$ cat config.mk
export PLATFORM = sky130hd
export DESIGN_NAME = nr_iter_ctrl
export DESIGN_NICKNAME = d
export VERILOG_FILES = /design/src/rtl/nr_iter_ctrl.sv
export SDC_FILE = /design/constraint.sdc
export NUM_CORES = 2
export LEC_CHECK = 0
export BUFFER_PORTS_ARGS = -buffer_cell sky130_fd_sc_hd__buf_2
export CORE_AREA = 2 2 763 765
export CTS_CLUSTER_DIAMETER = 60
export DETAILED_ROUTE_END_ITERATION = 7
export DIE_AREA = 0 0 765 767
export GPL_TIMING_DRIVEN = 0
export PLACE_DENSITY = 0.3
export SLEW_MARGIN = 15
export SYNTH_ARGS = -nofsm -noshare
export SYNTH_HDL_FRONTEND = slang
export SYNTH_SLANG_ARGS = --single-unit
$ cat constraint.sdc
create_clock -name clk -period 5.2 [get_ports clk]
set_input_delay 1.04 -clock clk [delete_from_list [all_inputs] [get_ports clk]]
set_output_delay 1.04 -clock clk [all_outputs]
set_load 0.02 [all_outputs]
$ cat src/rtl/nr_iter_ctrl.sv
// Iteration sequencer: re-launches a single-step Newton/Broyden core until convergence, iteration limit, non-finite result or timeout.
// Latency: start -> core_start in 1 cycle; core_stb -> done or next core_start in 2 cycles.
// Backpressure: none; start is ignored while busy and core_stb is ignored outside WAIT.
module nr_iter_ctrl #(
    parameter int N_VARS   = 3,
    parameter int N_STATE  = 12,
    parameter int MAX_ITER = 16,
    parameter int ITER_W   = 5,
    parameter int TOL_LSB  = 2,
    parameter int TIMEOUT  = 1024
) (
    input  logic                    clk,
    input  logic                    rst,
    input  logic                    start,
    input  logic                    abort,
    input  logic [32*N_VARS-1:0]    init_x,
    input  logic [32*N_STATE-1:0]   init_state,
    output logic                    busy,
    output logic                    core_start,
    output logic [32*N_VARS-1:0]    core_x,
    output logic [32*N_STATE-1:0]   core_state,
    input  logic                    core_stb,
    input  logic [32*N_VARS-1:0]    core_next_x,
    input  logic [32*N_STATE-1:0]   core_next_state,
    output logic                    done,
    output logic [1:0]              status,
    output logic [ITER_W-1:0]       iter_count,
    output logic [32*N_VARS-1:0]    x_out,
    output logic [32*N_STATE-1:0]   state_out
);

    localparam int          TMO_W = $clog2(TIMEOUT + 1);
    localparam logic [23:0] TOL   = 24'(1) << TOL_LSB;

    localparam logic [1:0] ST_CONV    = 2'd0;
    localparam logic [1:0] ST_MAXITER = 2'd1;
    localparam logic [1:0] ST_NONFIN  = 2'd2;
    localparam logic [1:0] ST_TIMEOUT = 2'd3;

    typedef enum logic [2:0] {
        S_IDLE   = 3'd0,
        S_LAUNCH = 3'd1,
        S_WAIT   = 3'd2,
        S_CHECK  = 3'd3,
        S_DONE   = 3'd4
    } fsm_t;

    fsm_t                   state_q, state_d;
    logic [32*N_VARS-1:0]   x_q, cand_x;
    logic [32*N_STATE-1:0]  st_q, cand_st;
    logic [ITER_W-1:0]      iter_q;
    logic [TMO_W-1:0]       tmo_q;
    logic [1:0]             status_q, status_d;

    logic load_init, capture, commit, status_we, tmo_inc, tmo_clr;
    logic all_conv, non_finite;

    // Both-zero exponents count as converged regardless of mantissa; the
    // 24-bit absolute difference keeps the comparison wrap-free.
    function automatic logic var_conv(input logic [31:0] cand, input logic [31:0] cur);
        logic [23:0] ma, mb, diff;
        ma   = {1'b0, cand[22:0]};
        mb   = {1'b0, cur[22:0]};
        diff = (ma >= mb) ? (ma - mb) : (mb - ma);
        if (cand[30:23] == 8'd0 && cur[30:23] == 8'd0)
            return 1'b1;
        return (cand[31] == cur[31]) && (cand[30:23] == cur[30:23]) && (diff < TOL);
    endfunction

    always_comb begin
        all_conv   = 1'b1;
        non_finite = 1'b0;
        for (int i = 0; i < N_VARS; i++) begin
            if (cand_x[32*i+23 +: 8] == 8'hFF)
                non_finite = 1'b1;
            if (!var_conv(cand_x[32*i +: 32], x_q[32*i +: 32]))
                all_conv = 1'b0;
        end
    end

    always_ff @(posedge clk or negedge rst) begin
        if (!rst)
            state_q <= S_IDLE;
        else
            state_q <= state_d;
    end

    always_comb begin
        state_d   = state_q;
        status_d  = status_q;
        load_init = 1'b0;
        capture   = 1'b0;
        commit    = 1'b0;
        status_we = 1'b0;
        tmo_inc   = 1'b0;
        tmo_clr   = 1'b0;
        if (state_q != S_IDLE && abort) begin
            state_d = S_IDLE;
        end else begin
            case (state_q)
                S_IDLE: begin
                    if (start) begin
                        load_init = 1'b1;
                        state_d   = S_LAUNCH;
                    end
                end
                S_LAUNCH: state_d = S_WAIT;
                S_WAIT: begin
                    tmo_inc = 1'b1;
                    if (core_stb) begin
                        capture = 1'b1;
                        state_d = S_CHECK;
                    end else if (tmo_q == TMO_W'(TIMEOUT - 1)) begin
                        status_we = 1'b1;
                        status_d  = ST_TIMEOUT;
                        state_d   = S_DONE;
                    end
                end
                S_CHECK: begin
                    // A non-finite candidate is dropped so x_out keeps the last finite iterate.
                    if (non_finite) begin
                        status_we = 1'b1;
                        status_d  = ST_NONFIN;
                        state_d   = S_DONE;
                    end else begin
                        commit = 1'b1;
                        if (all_conv) begin
                            status_we = 1'b1;
                            status_d  = ST_CONV;
                            state_d   = S_DONE;
                        end else if (iter_q == ITER_W'(MAX_ITER)) begin
                            status_we = 1'b1;
                            status_d  = ST_MAXITER;
                            state_d   = S_DONE;
                        end else begin
                            tmo_clr = 1'b1;
                            state_d = S_LAUNCH;
                        end
                    end
                end
                S_DONE:  state_d = S_IDLE;
                default: state_d = S_IDLE;
            endcase
        end
    end

    always_comb begin
        busy       = (state_q != S_IDLE);
        core_start = (state_q == S_LAUNCH);
        done       = (state_q == S_DONE);
    end

    always_ff @(posedge clk or negedge rst) begin
        if (!rst) begin
            x_q      <= '0;
            st_q     <= '0;
            cand_x   <= '0;
            cand_st  <= '0;
            iter_q   <= '0;
            tmo_q    <= '0;
            status_q <= '0;
        end else begin
            if (load_init) begin
                x_q    <= init_x;
                st_q   <= init_state;
                iter_q <= '0;
                tmo_q  <= '0;
            end
            if (tmo_clr)
                tmo_q <= '0;
            else if (tmo_inc)
                tmo_q <= tmo_q + TMO_W'(1);
            if (capture) begin
                cand_x  <= core_next_x;
                cand_st <= core_next_state;
                iter_q  <= iter_q + ITER_W'(1);
            end
            if (commit) begin
                x_q  <= cand_x;
                st_q <= cand_st;
            end
            if (status_we)
                status_q <= status_d;
        end
    end

    assign core_x     = x_q;
    assign core_state = st_q;
    assign x_out      = x_q;
    assign state_out  = st_q;
    assign status     = status_q;
    assign iter_count = iter_q;

endmodule

# Word-level counts from Yosys, hierarchy flattened
# Cells that the tools add are included.
totals:
  inputBits: 965
  word_cells: 131
  out_inout_bits: 970
  reg_bits: 981
op_classes:
  addsub: 8
  order_cmp: 6
  mux: 64
  reduce_logical: 24
  n_bitwise: 1
  n_eq_ne: 20
op_table:
  columns: ["cell", "count"]
  rows:
  - ["$mux W384", 2]
  - ["$mux W96", 2]
  - ["$sub A23 B23 Y24", 6]
  - ["$lt A24 B3 Y1 const B", 3]
  - ["$mux W24", 3]
  - ["$ge A23 B23 Y1", 3]
  - ["$logic_not A8 Y1", 6]
  - ["$mux W1", 37]
  - ["$mux W11", 3]
  - ["$eq A8 B8 Y1", 3]
  - ["$eq A8 B8 Y1 const B", 3]
  - ["$mux W3", 7]
  - ["$pmux W3 S4", 1]
  - ["$add A11 B1 Y11 const B", 1]
  - ["$eq A11 B10 Y1 const B", 1]
  - ["$logic_and A1 B1 Y1", 10]
  - ["$mux W2", 5]
  - ["$mux W5", 2]
  - ["$ne A4 B4 Y1 const B", 2]
  - ["$eq A3 B2 Y1 const B", 2]
  - ["$reduce_and A6 Y1", 1]
  - ["$reduce_bool A2 Y1", 3]
  - ["$reduce_bool A3 Y1", 2]
  - ["$add A5 B1 Y5 const B", 1]
  - ["other kinds (11)", 14]

# Depth between registers and ports, before layout
logic_depth:
  ltp_word: 13
  mapped_depth: 18
  mapped_depth_nobuf: 14

# Worst setup path before layout
# Ideal clock, no wire load.
synth_timing:
  kind: "flip-flop to flip-flop"
  from: "register x_q[66], in the netlist core_x[66]"
  to: "register tmo_q[1]"
  period_less_slack_ns: 3.851
  arrival_ns: 3.747
  path_buffers: 1
  path_stages_with_launch: 16
  path_slack_ns: 1.349
  required_ns: 5.096
  cell_sequence: "dfrtp_1 inv_1 ha_1 and2_1 o21ai_1 a311oi_1 o311a_2 nor2_4 mux2_1 a211o_1 a222oi_1 nor4b_2 a41o_1 a211oi_2 buf_6 o41ai_4"
synth_between:
  elab_chain_cells: 11
synth_rtl:
  columns: ["element", "line_no", "text"]
  rows:
  - ["start, declared", "49", "logic [32*N_VARS-1:0] x_q, cand_x;"]
  - ["start signal, assigned", "164", "x_q <= init_x;"]
  - ["start signal, assigned", "179", "x_q <= cand_x;"]
  - ["$sub A23 B23 Y24 or $ge A23 B23 Y1 (tied branches)", "64", "diff = (ma >= mb) ? (ma - mb) : (mb - ma);"]
  - ["$mux W24 *", "64", null]
  - ["$lt A24 B3 Y1 *", "67", "return (cand[31] == cur[31]) && (cand[30:23] == cur[30:23]) && (diff < TOL);"]
  - ["$logic_and A1 B1 Y1 *", "67", null]
  - ["$mux W1 *", "67", null]
  - ["$mux W1 *", "76", "if (!var_conv(cand_x[32*i +: 32], x_q[32*i +: 32]))"]
  - ["$mux W1 *", "127", "if (all_conv) begin"]
  - ["$mux W1 *", "121", "if (non_finite) begin"]
  - ["$mux W1 *", "100", "case (state_q)"]
  - ["$mux W1 *", "97", "if (state_q != S_IDLE && abort) begin"]
  - ["$reduce_bool A3 Y1 (no source line) or $mux W11 (tied branches)", null, null]
  - ["end signal, assigned", "172", "tmo_q <= tmo_q + TMO_W'(1);"]
  - ["end, declared", "52", "logic [TMO_W-1:0] tmo_q;"]
# Mark *: on every way between the ends. The rest lies on a longest branch, timed or not.
# A chain may end at the register's enable or synchronous reset.

# Worst setup path in the final report
layout_timing:
  from: "register x_q[37], in the netlist core_x[37]"
  to: "register tmo_q[1]"
layout_between:
  elab_chain_cells: 12
layout_rtl:
  columns: ["element", "line_no"]
  rows:
  - ["$sub A23 B23 Y24 or $ge A23 B23 Y1 (tied branches)", "64"]
  - ["$mux W24 *", "64"]
  - ["$lt A24 B3 Y1 *", "67"]
  - ["$logic_and A1 B1 Y1 *", "67"]
  - ["$mux W1 *", "67"]
  - ["$mux W1 * (2 in series)", "76"]
  - ["$mux W1 *", "127"]
  - ["$mux W1 *", "121"]
  - ["$mux W1 *", "100"]
  - ["$mux W1 *", "97"]
  - ["$reduce_bool A3 Y1 (no source line) or $mux W11 (tied branches)", null]
# Marks and branches as above.

==> impl_metrics.csv <==
group,metric,value,unit
synth,ys_ff_latch,981,
place,place.gp.congestion,0.945,
synth,synthDistinctLibCells,88,
place,dp_slack,-535,ps
critical_path,worstPathMaxFanout,10,
drt,firstDrtPassIters,6,
critical_path,path_depth,18,
clock_network,cts.path.max_buffers,4,
finish,final_util,13.7,%
timing,fin_crit_sh,96.7,%
critical_path,cp.arrival,5810,ps
timing,clock.fmax,0.199,GHz
power,power_density,823,mW/mm²
drt,drc_errors,0,
power,p_leak,0.0382,µW
synth,synth_nets,7106,
finish,instances_no_fill,16200,
timing,min_period,5030,ps
critical_path,worst_setup_path_end_kind,"flip-flop",
drt,drt_iter0_drc,3996,
clock_network,cts_tree,"built",
critical_path,ff2ff_path_depth,18,
critical_path,cp.buffers_inverters,5,
timing,relSlewSlack,16.4,%
critical_path,start_kind,"flip-flop",
place,dp_hpwl,445000,µm
synth,synth-edff-count,0,
timing,finalSetupViolations,0,
outcome,status,"complete, no violations",
job,maxCapViolations,0,
timing,skew,53.4,ps
drt,vias,54700,
synth,synth_area,0.0526,mm²
timing,hold_viol,0,
synth,synth_top_flop_cell,"dfrtp_1",
hold_path,hold_path_class,"primary input to asynchronous set/reset pin",
finish,drive_gt1_share,34.7,%
die,core,0.579,mm²
grt,grt-ovfl-total,0,
power,power.share.sequential,25.6,%
critical_path,crit_type,"flip-flop to flip-flop",
finish,fillers,67100,
clock_network,h-tree-depth,4,
grt,grt_pass1_wl,637000,µm
grt,grt_max_degree,119,
power,p_clk_share,19.8,%
power,power_switching,34800,µW
finish,fin_nets,9254,
place,numPortBuffers,1934,
critical_path,critPathMaxStageDelay,570,ps
critical_path,crit_required,5980,ps
synth,synth_cells,6000,
synth,synth_seq_area_share,46.7,%
clock_network,clkLatencyLatePin,890,ps
drt,via_per_inst,3.38,
finish,design_area,0.0796,mm²
die,start_util,9.08,%
place,dpl.cell_count,15700,
timing,slew_violations,0,
timing,worst_slack,174,ps
critical_path,path_cells,"inv_1 -> ha_1 -> buf_2 -> nand4_1 -> nor4_2 -> a21boi_2 -> o21a_2 -> buf_6 -> o221ai_1 -> a32oi_1 -> nand4_1 -> or4_1 -> nor4_4 -> buf_4 -> o21a_2 -> a211oi_2 -> buf_6 -> o41ai_4",
die,die_w,765,µm
grt,antenna_found_initial,339,
clock_network,numCtsBuffers,181,
die,die_y,767,µm
grt,grt_pass1_vias,54600,
power,intPower,30700,µW
critical_path,crit_slowest_cell,"or4_1",
finish,area_growth,51.3,%
critical_path,cp_top_family,"simple AND/OR/NAND/NOR gates",
timing,tns,0,ps
timing,tightestPinTransition,1250,ps
clock_network,root_buffer,"clkbuf_16",
die,row_count,280,
drt,wl,513000,µm
power,p_sw_share,53.1,%
power,combPwrFrac,54.6,%
synth,yosysWarnings,0,
grt,gr-usage-all-layers,16.8,%
clock_network,clk_pin_slew,60,ps
die,fp.dieArea,0.587,mm²
power,peakVddDrop,0.418,mV
synth,syn_area_per_cell,8.76,µm²
drt,antenna_left,0,
place,placed_cell_area,0.0728,mm²
synth,synthArstFlopShare,100,%
clock_network,hold_buffers,0,
drt,wl_per_cell,31.7,µm
die,ios,1935,
clock_network,clock_sinks,981,
## final cells by class
type / instances / area [µm²] / share of cell area, %
Antenna cell: 124 / 310 / 0.390
Buffer: 830 / 5060 / 6.36
Clock buffer: 238 / 5020 / 6.32
Clock inverter: 92 / 1360 / 1.71
Inverter: 170 / 638 / 0.802
Multi-Input combinational cell: 4018 / 22500 / 28.2
Sequential cell: 981 / 24500 / 30.9
Tap cell: 7755 / 9700 / 12.2
Timing Repair Buffer: 1966 / 10500 / 13.1
## power by group through the flow
stage	combinational [µW]	sequential, µW	clock, µW
floorplan	17500	16000	0
global placement	36000	17100	0
detailed placement	36000	17000	0
CTS	36100	17000	13500
global route	38500	17200	13700
finish	35700	16800	13000
## registers in the layout (all words and copies together) (netlist names)
name and flops:
iter_count 5, tmo_q 11, state_q 3, cand_x 96
core_x 96, cand_st 384, status 2, core_state 384
## kinds of logic after synthesis
kind of cell / after synthesis / share of synthesized area [%]
mux: 391 / 7.45
compound gates: 1161 / 13.3
buf+inv: 1001 / 10.7
flops: 981 / 46.7
xor+xnor: 66 / 1.10
simple gates: 2259 / 17.4
fa+ha+maj: 141 / 3.36
## worst reg2reg max path, stage by stage (launching register included)
cell and delay, ps:
dfrtp_1 480, inv_1 110, ha_1 290, buf_2 230
nand4_1 410, nor4_2 470, a21boi_2 310, o21a_2 240
buf_6 170, o221ai_1 140, a32oi_1 280, nand4_1 160
or4_1 570, nor4_4 220, buf_4 220, o21a_2 170
a211oi_2 90, buf_6 170, o41ai_4 200
## placed cells by master (no fill, tap or decap), types with 50 or more instances in the layout
cell and n:
clkbuf_16 182, buf_4 485, nand4_1 50, clkbuf_1 280
mux2i_1 387, dfrtp_1 980, ha_1 141, inv_1 170
o21ai_0 543, a21oi_1 225, nor2_1 149, nand2_1 1850
diode_2 124, a211oi_1 94, buf_2 1967
## Yosys cell counts (all sizes together), types with 5 or more instances
cell type / number / area (µm²)
buf: 536 / 3890
o221ai: 9 / 78.8
o211ai: 21 / 163
a21boi: 8 / 63.8
and4: 11 / 96.3
o31ai: 9 / 81.3
o21bai: 18 / 135
a311oi: 6 / 52.6
o21a: 18 / 138
nor4b: 5 / 50.0
clkbuf: 295 / 1110
inv: 170 / 638
o31a: 9 / 78.8
xnor2: 24 / 210
o22ai: 5 / 31.3
or2: 10 / 62.6
nor2: 152 / 578
o21ai: 554 / 2770
and3: 12 / 75.1
and2: 14 / 87.6
nor3: 35 / 180
a21o: 46 / 345
dfrtp: 981 / 24500
a22oi: 42 / 315
mux2i: 387 / 3870
a31oi: 17 / 106
nand3: 33 / 165
nand3b: 5 / 37.5
a211oi: 96 / 731
a221oi: 12 / 118
xor2: 42 / 368
nand2: 1852 / 6960
ha: 141 / 1760
or3: 17 / 106
nor2b: 12 / 75.1
nand2b: 7 / 43.8
o2111ai: 9 / 78.8
a2111oi: 7 / 67.6
a21oi: 228 / 1140
nor4: 32 / 219
nand4: 51 / 325
## repair_timing
action,in CTS,in global routing
setup buffers,1,0
pin swaps,1,0
cloned,0,0
resized for setup,5,17
setup endpoints to repair,16,15
## through the flow
step / total power, µW / hold WS (ps)
global placement: 53100 / 458
finish: 65500 / 92.6
floorplan: 33500 / 446
global route: 69400 / 62.3
CTS: 66600 / 67.0
detailed placement: 53000 / 461
## per-layer routing
layer | up-vias | share of wire [%] | global-route usage, %
met4 | 150 | 3.6 | 4.89
met2 | 2494 | 44 | 26.4
met3 | 821 | 10 | 7.42
met1 | 27000 | 42 | 20.7
li1 | 24200 | - | -
met5 | - | 0.19 | 0
## worst paths after layout
kind | startpoint | end | slack [ps]
max | core_x[37] | tmo_q[1] | 170
min | rst | core_state[301] | 90
max reg2reg | core_x[37] | tmo_q[1] | 170
min reg2reg | cand_st[4] | core_state[4] | 450
max in group asynchronous | rst | core_state[62] | 2670
min in group clk | core_next_state[317] | cand_st[317] | 330
No activity file was read; power rests on OpenSTA's default activity.
